File: config.mk
export PLATFORM = sky130hd
export DESIGN_NAME = time_counter
export DESIGN_NICKNAME = d
export VERILOG_FILES = /design/src/rtl/time_counter.sv
export SDC_FILE = /design/constraint.sdc
export NUM_CORES = 1
export LEC_CHECK = 0
export ABC_AREA = 1
export CORE_UTILIZATION = 35
export DETAILED_ROUTE_END_ITERATION = 6
export PLACE_DENSITY_LB_ADDON = 0.2
export SETUP_SLACK_MARGIN = 0.1
export SYNTH_ARGS = -nofsm -noshare
export SYNTH_HDL_FRONTEND = slang
export SYNTH_SLANG_ARGS = --single-unit
File: constraint.sdc
create_clock -name clk -period 1.7 [get_ports clk]
set_input_delay 0.34 -clock clk [delete_from_list [all_inputs] [get_ports clk]]
set_output_delay 0.34 -clock clk [all_outputs]
set_load 0.005 [all_outputs]
File: src/rtl/time_counter.sv
`default_nettype none
// ============================================================================
// Module      : time_counter
// Description : 24-hour BCD time-of-day counter (hh:mm:ss) advanced by a
//               one-cycle 1 Hz enable, with pause and validated direct load.
//               The hour field feeds the downstream date stage.
// Revision    : 1.0 - initial release
// ============================================================================
module time_counter #(
  parameter logic [7:0] HOUR_MAX = 8'h23
) (
  input  logic        clk,
  input  logic        rst,
  input  logic        tick,
  input  logic [23:0] time_in,
  input  logic [1:0]  time_mode,
  output logic [23:0] time_out,
  output logic [7:0]  hour_out,
  output logic        sec_pulse,
  output logic        day_wrap,
  output logic        load_err
);

  localparam logic [1:0] C_MODE_RUN   = 2'b00;
  localparam logic [1:0] C_MODE_PAUSE = 2'b01;
  localparam logic [1:0] C_MODE_LOAD  = 2'b10;
  localparam logic [1:0] C_MODE_RUN_D = 2'b11;

  logic [23:0] r_time;
  logic        r_sec_pulse;
  logic        r_day_wrap;
  logic        r_load_err;

  logic [7:0]  w_hh;
  logic [7:0]  w_mm;
  logic [7:0]  w_ss;
  logic        w_ss_wrap;
  logic        w_mm_wrap;
  logic        w_day_end;
  logic [23:0] w_time_next;
  logic        w_load_valid;

  // Increment a BCD byte by one; low nibble 9 carries into the high nibble.
  // Callers handle the field-specific wrap points.
  function automatic logic [7:0] bcd_inc(input logic [7:0] v);
    if (v[3:0] == 4'd9) begin
      bcd_inc = {v[7:4] + 4'd1, 4'd0};
    end else begin
      bcd_inc = {v[7:4], v[3:0] + 4'd1};
    end
  endfunction

  // A byte is a legal minute/second value when it lies in 00..59.
  function automatic logic bcd_le59(input logic [7:0] v);
    bcd_le59 = (v[7:4] <= 4'd5) && (v[3:0] <= 4'd9);
  endfunction

  assign w_hh = r_time[23:16];
  assign w_mm = r_time[15:8];
  assign w_ss = r_time[7:0];

  // Next time value one second ahead, rippling carries from ss to hh.
  always_comb begin
    w_ss_wrap   = (w_ss == 8'h59);
    w_mm_wrap   = (w_mm == 8'h59);
    w_day_end   = w_ss_wrap && w_mm_wrap && (w_hh == HOUR_MAX);
    w_time_next = r_time;
    w_time_next[7:0] = w_ss_wrap ? 8'h00 : bcd_inc(w_ss);
    if (w_ss_wrap) begin
      w_time_next[15:8] = w_mm_wrap ? 8'h00 : bcd_inc(w_mm);
      if (w_mm_wrap) begin
        w_time_next[23:16] = (w_hh == HOUR_MAX) ? 8'h00 : bcd_inc(w_hh);
      end
    end
  end

  // Load value check: every nibble decimal, hh <= HOUR_MAX, mm/ss <= 59.
  always_comb begin
    w_load_valid = (time_in[23:20] <= 4'd9) && (time_in[19:16] <= 4'd9)
                && (time_in[23:16] <= HOUR_MAX)
                && bcd_le59(time_in[15:8]) && bcd_le59(time_in[7:0]);
  end

  // Time register and status pulses; load beats tick, pause freezes.
  always_ff @(posedge clk or posedge rst) begin
    if (rst) begin
      r_time      <= 24'h000000;
      r_sec_pulse <= 1'b0;
      r_day_wrap  <= 1'b0;
      r_load_err  <= 1'b0;
    end else begin
      r_sec_pulse <= 1'b0;
      r_day_wrap  <= 1'b0;
      r_load_err  <= 1'b0;
      case (time_mode)
        C_MODE_LOAD: begin
          if (w_load_valid) begin
            r_time <= time_in;
          end else begin
            r_load_err <= 1'b1;
          end
        end
        C_MODE_PAUSE: begin
          r_time <= r_time;
        end
        C_MODE_RUN, C_MODE_RUN_D: begin
          if (tick) begin
            r_time      <= w_time_next;
            r_sec_pulse <= 1'b1;
            r_day_wrap  <= w_day_end;
          end
        end
        default: begin
          r_time <= r_time;
        end
      endcase
    end
  end

  assign time_out  = r_time;
  assign hour_out  = r_time[23:16];
  assign sec_pulse = r_sec_pulse;
  assign day_wrap  = r_day_wrap;
  assign load_err  = r_load_err;

endmodule
`default_nettype wire

### Word-level counts from Yosys, hierarchy flattened

Index checks and enable logic that the tools add are counted.

* input bits: 29
* bits in registers: 27
* word-level logic and storage cells: 72
* output and inout port bits: 35

* add/sub/neg operators: 6
* equality and inequality tests: 16
* $lt $le $gt $ge: 7
* reductions and logical operators: 16
* multiplexer cells: 17
* bitwise logic cells: 1

Operators with widths (count)
* $mux 8: 7
* $mux 24: 2
* $pmux 24 s2: 1
* $add 4x1->4 const B: 6
* $eq 8x7->1 const B: 2
* $le 4x4->1 const B: 4
* $mux 16: 1
* $eq 4x4->1 const B: 3
* $reduce_and 5->1: 2
* $ne 3x3->1 const B: 3
* $eq 8x6->1 const B: 1
* $le 4x3->1 const B: 2
* $le 8x6->1 const B: 1
* $logic_and 1x1->1: 8
* $ne 2x2->1 const B: 4
* $reduce_and 4->1: 2
* $mux 1: 6
* $reduce_and 6->1: 1
* $eq 2x2->1 const B: 2
* $reduce_and 3->1: 1
* $eq 2x1->1 const B: 1
* $logic_not 2->1: 1
* $reduce_or 2->1: 1
* $not 1->1: 1

### Longest topological paths before layout

Gate-level depths: netlist of run 1.

* depth after elaboration: 7
* gate-level depth with buffers: 11
* gate-level depth less buffers: 11

### Worst setup path before layout of run 1

OpenSTA, ideal clock, no wires.

* path type: input to register
* from: in time_mode[0]
* to: reg r_time[12], in the netlist time_out[12]
* slack: 34 ps
* buffers on the path: 2
* data required time: 1634 ps
* arrival time: 1600 ps
* library setup time: 66 ps
* cell stages on the path: 10
* cell sequence: inv_1 > ha_1 > inv_2 > or2_1 > buf_4 > nand2_4 > a21oi_4 > buf_6 > nand4_1 > nand2_1

* cells in the longest elaborated chain, start to end: 4
* elaborated cells on any way between the ends: 12
* those cells by class: eq/ne (7); mux (1); bitwise (1); reduce/logical (3)

Ends and longest elaborated chain
* from (decl): line 16 `input logic [1:0] time_mode,`
* $eq 2x2->1 / $logic_not 2->1 (equally long branches): line 95 `case (time_mode)`
* $reduce_or 2->1: line 95
* $ne 3x3->1 (no source line) / $ne 2x2->1 (equally long branches)
* $reduce_and 5->1 (no source line)
* to (signal assigned): line 98 `r_time <= time_in;`
* to (signal assigned): line 104 `r_time <= r_time;`
* to (signal assigned): line 108 `r_time <= w_time_next;`
* to (decl): line 29 `logic [23:0] r_time;`

Several ways; a longest one is shown, not always the timed one.
A chain may end at the register's enable or synchronous reset.

### Worst setup path after layout of run 1

* from: reg r_time[9], in the netlist time_out[9]
* to: reg r_time[21], in the netlist time_out[21]

* cells in the longest elaborated chain, start to end: 3

Ends and longest elaborated chain
* $eq 8x7->1: line 65 `w_mm_wrap = (w_mm == 8'h59);`
* $ne 2x2->1 (no source line)
* $reduce_and 6->1 (no source line)

No other way between the ends.

==> results of run 1 <==
==> logic make-up (layout without fill, tap and decap cells) <==
logic type                 after synthesis  in the layout  share of synthesized area, %
AOI/OAI and AO/OA                       27             27                         7.789
xor gates and xnor gates                12             12                         5.276
adders and majority gates               14             14                         8.794
buffers and inverters                   39            146                         9.925
DFF                                     27             27                         33.92
and+or+nand+nor                        155            155                         34.30
==> critical path: stages, from the launching register on <==
cell,delay (ns)
dfrtp_1,0.38
inv_1,0.06
ha_2,0.16
nand2_2,0.06
nor2_2,0.12
nand4_1,0.14
nand2_2,0.13
nand2_2,0.07
nor2_4,0.17
buf_6,0.13
nand4_1,0.07
nand2_1,0.08
==> flip-flops by register name, summed over array words and instances (netlist names) <==
| signal | count |
|---|---|
| load_err | 1 |
| time_out | 24 |
| day_wrap | 1 |
| sec_pulse | 1 |
==> stage by stage <==
step | cell area, um2 | power, mW | util, % | worst slack (ns)
after detailed placement | 2900 | 2.751 | 52.67 | -0.4172
after global routing | 3289 | 3.546 | 59.74 | -0.09344
after CTS | 3069 | 3.214 | 55.74 | 0.09726
after global placement | 2900 | 2.726 | 52.67 | -0.3756
final | 3289 | 3.276 | 59.74 | 0.05368
after floorplan | 2004 | 1.875 | - | 0.1281
==> worst min-delay path by stage <==
stage              endpoint  slack, ns  cells after the start
2_1_floorplan      day_wrap       0.39                      1
3_3_place_gp   time_out[15]       0.51                      2
3_5_place_dp   time_out[15]       0.51                      2
4_1_cts         time_out[8]       0.43                      3
5_1_grt        time_out[13]       0.48                      3
6_report        time_out[8]       0.42                      3
==> layout make-up <==
class / count / area (um2)
clock buffer: 3 / 41.29
clock inverter: 1 / 5.005
fill: 509 / 2217
inverter: 24 / 90.09
multi-input combinational: 208 / 1219
sequential: 27 / 689.4
tap: 72 / 90.09
timing repair buffer: 118 / 1155
==> power groups by stage <==
stage               Combinational (mW)  Sequential [mW]  Clock (mW)
floorplan                        0.765             1.11           0
global placement                  1.62             1.11           0
detailed placement                1.64             1.11           0
CTS                               1.73             1.11       0.381
global route                      2.00             1.13       0.416
finish                            1.81             1.09       0.375
==> routing by layer <==
layer | routed length [um] | vias to the layer above
met5 | 0 | -
met4 | 79 | 0
met3 | 223 | 9
met2 | 2852 | 66
met1 | 2726 | 1036
li1 | - | 1099
==> cell usage in the layout (no fill, tap or decap), drive strengths merged, types with 17 or more instances in the layout <==
cell type,count
inv,24
dfrtp,27
nor2,22
o21ai,20
buf,55
nand2,90
clkdlybuf4s50,28
dlymetal6s2s,30
nand3,24
nand4,17
==> repair_timing <==
item / CTS / global route
hold endpoints to repair: 0 / 0
gates resized for setup: 29 / 55
pin swaps: 2 / 22
cloned: 0 / 0
buffers inserted: 9 / 10
endpoints found under the setup margin: 48 / 48
==> key figures, run 1 <==
Status
  • Outcome: finished, final reports clean

Critical path
  • Reg2reg setup slack: between 0.05 and 0.06 ns
  • Critical path arrival: ~1.9 ns
  • Crit path capture type: register
  • R2r endpoint: time_out[21]
  • Critical R2R Launch: time_out[9]
  • Cell depth of the worst flop-to-flop path: 11
  • Startpoint class of the critical path: register
  • Worst setup path endpoint: time_out[21]
  • Crit-path max FO: 3
  • CP Launch Point: time_out[9]
  • WS Path Type: reg -> reg
  • Crit path required time: between 1.5 and 2 ns

Timing
  • Hold slack: 0.4211 ns
  • Setup Skew: approximately 0.00087 ns
  • Final TNS setup: 0 ns
  • Crit path time final: 1.646 ns
  • Final Cycle Share: about 97%
  • Worst slew margin: 70.79%
  • Fmax: between 600 and 700 MHz
  • Final Hold Fails: 0
  • Final count of pins violating max slew: 0
  • Setup-failing EPs final: 0
  • RSZ-0062 raised after global routing: true
  • Worst slew pin tran: 0.4352 ns

Clocking
  • Worst-path clk slew: 0.09 ns
  • CTS Buf Count: 3
  • Clk_lat worst skew: 0.28 ns
  • H-Tree Level Count: 1
  • Bufs on Longest Clock Path: 2
  • Root buffer cell: clkbuf_8
  • Clk sinks: 27
  • CTS tree: built
  • Hold_buf cts: 0

Synth
  • Most numerous cell in the Yosys netlist: nand2_1
  • Syn_area_per_cell: 7.270 um2
  • Unique cell type count in the Yosys netlist: 26
  • #FFs+latches synth: 27
  • Top cells by area, synth: dfrtp_1 34%, nand2_1 17%, ha_1 8.8%
  • Most common library cells after synthesis: 88 x nand2_1, 27 x dfrtp_1, 23 x nand3_1
  • Seq/Total Area, Yosys: about 34%
  • Top_reg_cell synth: dfrtp_1
  • Share of the synthesized area in the top cell type: about a third
  • Post-Syn Area: 1992 um2
  • Synthesized Nets: approximately 320
  • Cells after synthesis: ~270
  • Yosys warns: 0
  • Number of synthesized flops with an enable pin: 0
  • Leading area contributor after synthesis: dfrtp_1
  • Post-synth ARST share: 100.0%

Drt
  • Routed WL per cell: roughly 13 um
  • Final ANT Viol Nets: 0
  • Via Count: 2210
  • Vias per cell: 4.879
  • Total wire length: roughly 5900 um
  • # DRC: 0
  • TritonRoute pass-1 iters: 4
  • Initial detailed-routing violation count: 79

GRT
  • GRT busiest layer: met2
  • Largest net degree at the start of global routing: 28
  • First-pass GRT wire length: approximately 9500 um
  • Initial antenna violation count: 0
  • GRT Util Overall: just under 20%
  • GR Layer Usage met1: ~27%
  • Global route overflow: 0
  • Met2 Track Usage GR: a little under a third
  • GR met3 Demand/Resource: under 10%
  • Vias in the first global route: ~2000

Finish
  • Layout cells sized above 1: a little over a quarter
  • Post-Layout Cell Count: 453
  • Fin nets: between 400 and 500
  • Ant. Diodes: 0
  • Synth-to-layout area growth: 65.14%

Power and ir drop
  • Sequential Power Share: roughly a third
  • VDD IR-drop max: 0.0004806 V
  • Leakage: 1.876 nW
  • Sw Pwr: ~1.2 mW
  • Comb pwr share: between 50% and 60%
  • Clock share of power: about 11%
  • Sw frac: a little under two fifths
  • Internal Power: slightly above 2 mW
  • Power per cell area: 995.9 nW/um2

Floorplan
  • Die ar.: ~6000 um2
  • CORE AREA: between 5000 and 6000 um2
  • Die X: around 77 um
  • IO Pins: 64
  • Die Ht: 77.44 um
  • Initial Util: roughly 36%
  • Num rows: 27

Flow run
  • Max Cap Viol: 0

Place
  • DP Wirelength: between 4000 and 5000 um
  • # port buffers: 63
  • Placer Congestion: approximately 0.77
  • DP Cell Count: 430

Hold path
  • Class of the worst hold path: in -> async
(Power assumes the default switching activity.)
==> run 2: changes to the inputs <==
PLACE_DENSITY_LB_ADDON = default   (was 0.2)
SLEW_MARGIN = 10   (was default)
==> key figures, run 2 (same netlist as run 1, synthesis figures left out) <==
Floorplan
  • Die ar.: 5997 um2 (unchanged)
  • CORE AREA: 5507 um2 (unchanged)
  • Num rows: 27 (unchanged)
  • IO Pins: 64 (unchanged)
  • Initial Util: 36.17% (unchanged)
  • Die X: 77.44 um (unchanged)
  • Die Ht: 77.44 um (unchanged)

Finish
  • Largest register FFs: 24 (unchanged)
  • Synth-to-layout area growth: 69.10%
  • Fin nets: 436 (+2.6%)
  • Layout cells sized above 1: 29.34% (+2.6 points)
  • Ant. Diodes: 0 (unchanged)
  • Most common cell after layout, fill and taps aside: nand2_1
  • Post-Layout Cell Count: 464 (+2.4%)
  • Commonest non-fill, non-tap cells in the layout: 81 x nand2_1, 57 x buf_4, 36 x clkdlybuf4s50_1

Place
  • # port buffers: 63 (unchanged)
  • Placer Congestion: 0.8083 (+4.4%)
  • DP Wirelength: 4293 um (+0.48%)
  • DP Cell Count: 435 (+1.2%)

Timing
  • Hold slack: 0.4202 ns (-0.0009680 ns)
  • Worst slew pin tran: 0.3593 ns (-0.07591 ns)
  • Final TNS setup: 0 ns (unchanged)
  • Setup Skew: 0.003514 ns (+0.002648 ns)
  • Setup-failing EPs final: 0 (unchanged)
  • Worst slew margin: 76.05% (+5.3 points)
  • Final Cycle Share: 94.06% (-2.8 points)
  • Final Hold Fails: 0 (unchanged)
  • Crit path time final: 1.599 ns (-0.04731 ns)
  • Fmax: 625.4 MHz (+3.0%)
  • Final count of pins violating max slew: 0 (unchanged)
  • RSZ-0062 raised after global routing: true

GRT
  • GRT busiest layer: met2
  • Met2 Track Usage GR: 32.48% (+0.53 points)
  • Vias in the first global route: 2153 (+5.3%)
  • Global route overflow: 0 (unchanged)
  • GR Layer Usage met1: 27.07% (-0.12 points)
  • Initial antenna violation count: 0 (unchanged)
  • GR met3 Demand/Resource: 3.059% (+0.82 points)
  • First-pass GRT wire length: 9715 um (+2.4%)
  • GRT Util Overall: 20.02% (+0.20 points)
  • Largest net degree at the start of global routing: 28 (unchanged)

Critical path
  • Slowest stage delay, CP: 0.53 ns (+0.15 ns)
  • Crit path required time: 1.36 ns (-0.56 ns)
  • WS Path Type: reg -> out
  • Critical R2R Launch: time_out[9]
  • Critical path arrival: 1.26 ns (-0.61 ns)
  • CP max stage cell: clkdlybuf4s50_1
  • Worst path bufs/invs: 1 (-1)
  • CP Launch Point: time_out[17]
  • Crit-path cells: clkdlybuf4s50_1
  • Delay-heaviest family, CP: buffers and inverters
  • Crit-path max FO: 6 (+3)
  • Crit path capture type: primary output
  • Startpoint class of the critical path: register

Drt
  • Initial detailed-routing violation count: 104 (+32%)
  • Final ANT Viol Nets: 0 (unchanged)
  • TritonRoute pass-1 iters: 4 (unchanged)
  • Routed WL per cell: 13.07 um (+0.65%)
  • Total wire length: 6064 um (+3.1%)
  • # DRC: 0 (unchanged)
  • Via Count: 2271 (+2.8%)
  • Vias per cell: 4.894 (+0.32%)

Clocking
  • Bufs on Longest Clock Path: 2 (unchanged)
  • Clk_lat worst skew: 0.28 ns (about the same)
  • Worst-path clk slew: 0.10 ns (about the same)
  • Root buffer cell: clkbuf_8
  • CTS Buf Count: 3 (unchanged)
  • H-Tree Level Count: 1 (unchanged)
  • Clk sinks: 27 (unchanged)
  • CTS tree: built

Hold path
  • Class of the worst hold path: in -> async

Flow run
  • Max Cap Viol: 0 (unchanged)

Status
  • Outcome: finished, final reports clean

Power and ir drop
  • Power per cell area: 1035 nW/um2 (+3.9%)
  • VDD IR-drop max: 0.0004650 V (-3.2%)
  • Leakage: 1.796 nW (-4.3%)
-- run 2: power by group --
part	switching [mW]	total (mW)	internal, mW
Sequential	0.221	1.07	0.852
Clock	0.214	0.382	0.168
Combinational	0.860	2.03	1.17
-- run 2: worst min-delay path, stage by stage --
cell and delay (ns):
clkdlybuf4s50_1 0.39, inv_1 0.05, buf_4 0.33
-- run 2: layer usage --
| layer | part of all wire [%] | up-vias |
|---|---|---|
| met5 | 0 | - |
| met4 | 1.7 | 0 |
| met3 | 4.2 | 11 |
| met2 | 49 | 60 |
| met1 | 45 | 1073 |
| li1 | - | 1127 |
-- run 2: cell type report --
cell class | instances | area (um2)
Clock buffer | 4 | 45.04
Fill cell | 510 | 2138
Inverter | 24 | 92.59
Multi-Input combinational cell | 208 | 1254
Sequential cell | 27 | 689.4
Tap cell | 72 | 90.09
Timing Repair Buffer | 129 | 1197
-- run 2: path summary, 6_finish.rpt --
| check | to | cells past startpoint | slack (ns) |
|---|---|---|---|
| worst min register to register | time_out[15] | 2 | 0.53 |
| min in group clk | time_out[5] | 5 | 0.45 |
| worst min-delay path | time_out[15] | 3 | 0.42 |
| worst max register to register | time_out[18] | 10 | 0.12 |
| max in group asynchronous | time_out[6] | 3 | 1.00 |
| worst max-delay path | hour_out[1] | 1 | 0.10 |
-- run 2: repair_timing --
item                                    in CTS  in global routing
hold buffers                                 0                  0
gates resized for setup                     37                 48
endpoints found under the setup margin      42                 42
hold endpoints to repair                     0                  0
setup buffers                               12                 13
pin swaps                                   15                 36
-- run 2: through the flow --
stage | area (um2) | utilization, % | setup WS [ns] | power [mW]
after detailed placement | 2925 | 53.12 | -0.4089 | 2.761
final | 3368 | 61.17 | 0.1010 | 3.486
after CTS | 3127 | 56.78 | 0.08707 | 3.301
after global routing | 3368 | 61.17 | -0.07014 | 3.757
after global placement | 2925 | 53.12 | -0.3719 | 2.741
after floorplan | 2004 | - | 0.1281 | 1.875
==> variant 1, RTL diff (settings of run 2) <==
Reset style: synchronous (`rst`), changed in one clocked block.
--- a/src/rtl/time_counter.sv
+++ b/src/rtl/time_counter.sv
@@ -83,5 +83,5 @@
 
   // Time register and status pulses; load beats tick, pause freezes.
-  always_ff @(posedge clk or posedge rst) begin
+  always_ff @(posedge clk) begin
     if (rst) begin
       r_time      <= 24'h000000;
Behaviour: differs if rst is asserted again (counterexample within 4 cycles, from zero or initial values and one cycle with rst high); with rst held inactive, the same outputs for 10 cycles.
==> variant 1 against run 2 <==
Non-clock buffer count down 12. Synthesized area is 4.0% higher. Hold slack improved by 22 ps. Register-to-register slack improved by 60 ps. Final area is 1.2% lower. Critical path type unchanged. Sequential cell count unchanged. Wire length shrank 7.4%. Setup slack gained 3.0 ps. Sequential share of layout area is 3.4 points lower. Largest cell class unchanged. First-iteration DRC count fell by 33%.
Power is not compared: it rests on default switching activity, and its combinational part moved more than twofold at a synthesized area within 25%.
==> variant 1: results <==
{
  "nNonClkBuffers": 117,
  "async_reset_ff_share_pct": 0,
  "finalNonFillerCells": 487,
  "post-place-ws_ps": -436.6,
  "vias": 2216,
  "final-seq-area_um2": 566.8,
  "ys.flop_type": "dfxtp_1",
  "layout-drive-gt1-share_pct": 32.53,
  "grt_max_degree": 20,
  "ys_top_cells_by_count": "nand2_1 (77), nor2_1 (53), inv_1 (29), dfxtp_1 (27), nand3_1 (13)",
  "grtUsageMet2_pct": 31.13,
  "clk_share_pct": 1.353,
  "placedCellCount": 465,
  "hp-class": "primary input to flip-flop",
  "synth.distinct_cells": 33,
  "root_buffer": "clkbuf_8",
  "yosysSeqAreaShare_pct": 26.09,
  "crit_fanout": 4,
  "ys_warn_count": 0,
  "seq_area_share_pct": 17.03,
  "die_x_um": 78.94,
  "final.setup_skew_ps": 11.11,
  "drtIter0Drc": 70,
  "inverters": 42,
  "use_met3_pct": 2.529,
  "syn_inst": 309,
  "track_usage_pct": 18.24,
  "n_antenna_cell": 0,
  "wl_per_cell_um": 11.53,
  "n_fill_cell": 557,
  "hpwl_um": 4187,
  "dpl_cell_area_um2": 2954,
  "setup_slack_ps": 104.0,
  "gp_congestion": 0.8283,
  "synth.area.top_cells": "dfxtp_1 (26%), nand2_1 (14%), nor2_1 (9.6%)",
  "grt_pass1_wl_um": 9032,
  "p_switching_uw": 626.8,
  "grtUsageMet1_pct": 23.67,
  "whs_ps": 442.0,
  "tightest_slew_ps": 300.7,
  "buf_share_pct": 33.04,
  "outcome": "completed",
  "syn_nets": 348,
  "multiInputGateArea_um2": 1360,
  "first_global_vias": 2013
}
[variant 1: cell count changes after synthesis, sizes merged, moves of 3 or more]
cell and change:
inv +15, dfxtp +27, dfrtp -27, o21ai -6, ha -4, a21oi +4, clkinv +3, xnor2 -4
nand2 -8, nand4 -11, o22ai +4, nor2 +40, o2bb2ai +3
[variant 1: power groups by stage]
stage                     sequential (mW)  clock, mW  combinational [mW]
after floorplan                     0.755          0               0.358
after global placement              0.753          0               0.677
after detailed placement            0.756          0               0.678
after CTS                           0.745      0.393               0.718
after global routing                0.756      0.421               0.830
final                               0.747      0.384               0.752
[variant 1: what timing repair did]
action	CTS	global route
endpoints found under the hold margin	0	0
pin swaps	12	24
setup buffers	9	9
setup endpoints to repair	42	38
resized for setup	33	51
[variant 1: tightest hold or removal path, cell delays in order]
cell and delay (ps):
dlymetal6s2s_1 100, nand2_1 60, o21ai_0 60, nor2_1 40, nor2_1 80
[variant 1: layer usage]
metal | routed length (um) | vias to the layer above
li1 | - | 1181
met1 | 2725 | 972
met2 | 2530 | 54
met3 | 245 | 9
met4 | 115 | 0
met5 | 0 | -
[variant 1: final timing paths]
kind / from / to / cells past startpoint
min: time_in[14] / time_out[14] / 5
max reg2reg: time_out[5] / time_out[20] / 11
min reg2reg: time_out[2] / time_out[2] / 2
max: time_out[3] / time_out[3] / 1
[variant 1: kinds of logic after synthesis]
| group | synth area share [%] |
|---|---|
| fa+ha+maj | 6.039 |
| mux | 0.4831 |
| buf+inv | 13.59 |
| compound gates | 8.574 |
| simple gates | 41.00 |
| flops | 26.09 |
| xor+xnor | 4.227 |
==> variant 2, RTL diff (config.mk and constraints of run 2) <==
Without the edit above. Change the parameter `HOUR_MAX` from 8'h23 to 8'h20.
--- a/src/rtl/time_counter.sv
+++ b/src/rtl/time_counter.sv
@@ -8,5 +8,5 @@
 // ============================================================================
 module time_counter #(
-  parameter logic [7:0] HOUR_MAX = 8'h23
+  parameter logic [7:0] HOUR_MAX = 8'h20
 ) (
   input  logic        clk,
Function: changed (Yosys sat finds a counterexample within 4 cycles, from zero or initial values and one cycle with rst high).
==> variant 2 against run 2 <==
Setup slack better by 30 ps. First-iteration DRC count decreased by 26%. Critical path depth unchanged. Power decreased by 3.9%. Clock skew decreased by 1.2 ps. Synthesized area up 4.9%. Wire length shrank 3.3%. Final area shrank 1.0%. Sequential power down 4%. Synthesized cell count grew 4.7%. Sequential cell count unchanged.
==> variant 2: results <==
{
  "outcome": "completed",
  "cts_resized": 29,
  "relSlewSlack_pct": 75.98,
  "period_needed_ps": 1569,
  "crit_start": "time_out[7]",
  "grtUsageMet2_pct": 32.59,
  "first_global_vias": 2101,
  "viasPerCell": 4.640,
  "whs_ps": 425.3,
  "met3_length_um": 290,
  "crit_fanout": 4,
  "multiInputGateArea_um2": 1279,
  "grt_pass1_wl_um": 9694,
  "wl_met2_um": 2788,
  "worst_ep_arrival_time_ps": 1230,
  "hpwl_um": 4365,
  "use_met3_pct": 2.414,
  "grtUsageMet1_pct": 26.51,
  "post-cts-setup-buffers": 8,
  "hp-class": "primary input to async pin",
  "drtIter0Drc": 77,
  "placedCellCount": 441,
  "routedLengthMet1_um": 2722,
  "gp_congestion": 0.8494,
  "ys_top_cells_by_count": "nand2_1 (101), dfrtp_1 (27), inv_1 (27), nand3_1 (19), nand4_1 (18)",
  "dpl_cell_area_um2": 2979,
  "yosysSeqAreaShare_pct": 32.34,
  "n_fill_cell": 530,
  "post-place-ws_ps": -388.9,
  "synth.area.top_cells": "dfrtp_1 (32%), nand2_1 (18%), ha_1 (7.8%)",
  "reg2regPathDepth": 11,
  "ant_nets": 0,
  "p_leak_nw": 1.842,
  "reg2reg_to": "time_out[23]",
  "drt_wl_total_um": 5863,
  "r2r_slack_ps": 200,
  "final.setup_skew_ps": 2.345,
  "vias": 2167,
  "syn_area_per_cell_um2": 7.281,
  "crit_end": "time_out[7]",
  "syn_nets": 329
}
==> variant 2: worst min-delay path by stage <==
stage                       from           end  depth (start not counted)
floorplan                    rst      day_wrap                          1
global placement    time_out[15]  time_out[15]                          2
detailed placement  time_out[15]  time_out[15]                          2
CTS                          rst  time_out[22]                          3
global route                 rst  time_out[22]                          3
finish                       rst  time_out[22]                          3
==> variant 2: power by group <==
part           leakage (nW)  switching (mW)  internal (mW)
Combinational          1.48           0.848           1.10
Clock                0.0228           0.208          0.168
Sequential            0.339           0.190          0.840
Total                  1.84            1.25           2.10
==> variant 2: cell type report <==
type / count / share of cell area (%)
multi-input cells: 214 / 38.35
repair buffers: 119 / 33.51
flip-flops and latches: 27 / 20.53
inverters: 31 / 3.565
well taps: 72 / 2.702
clock buffers: 4 / 1.351
==> variant 2: cells by family after synthesis <==
group / synth area share (%)
buffers and inverters: 10.54
adders and majority gates: 7.785
AOI/OAI and AO/OA: 6.766
DFF: 32.34
and+or+nand+nor: 37.96
xor gates and xnor gates: 4.611
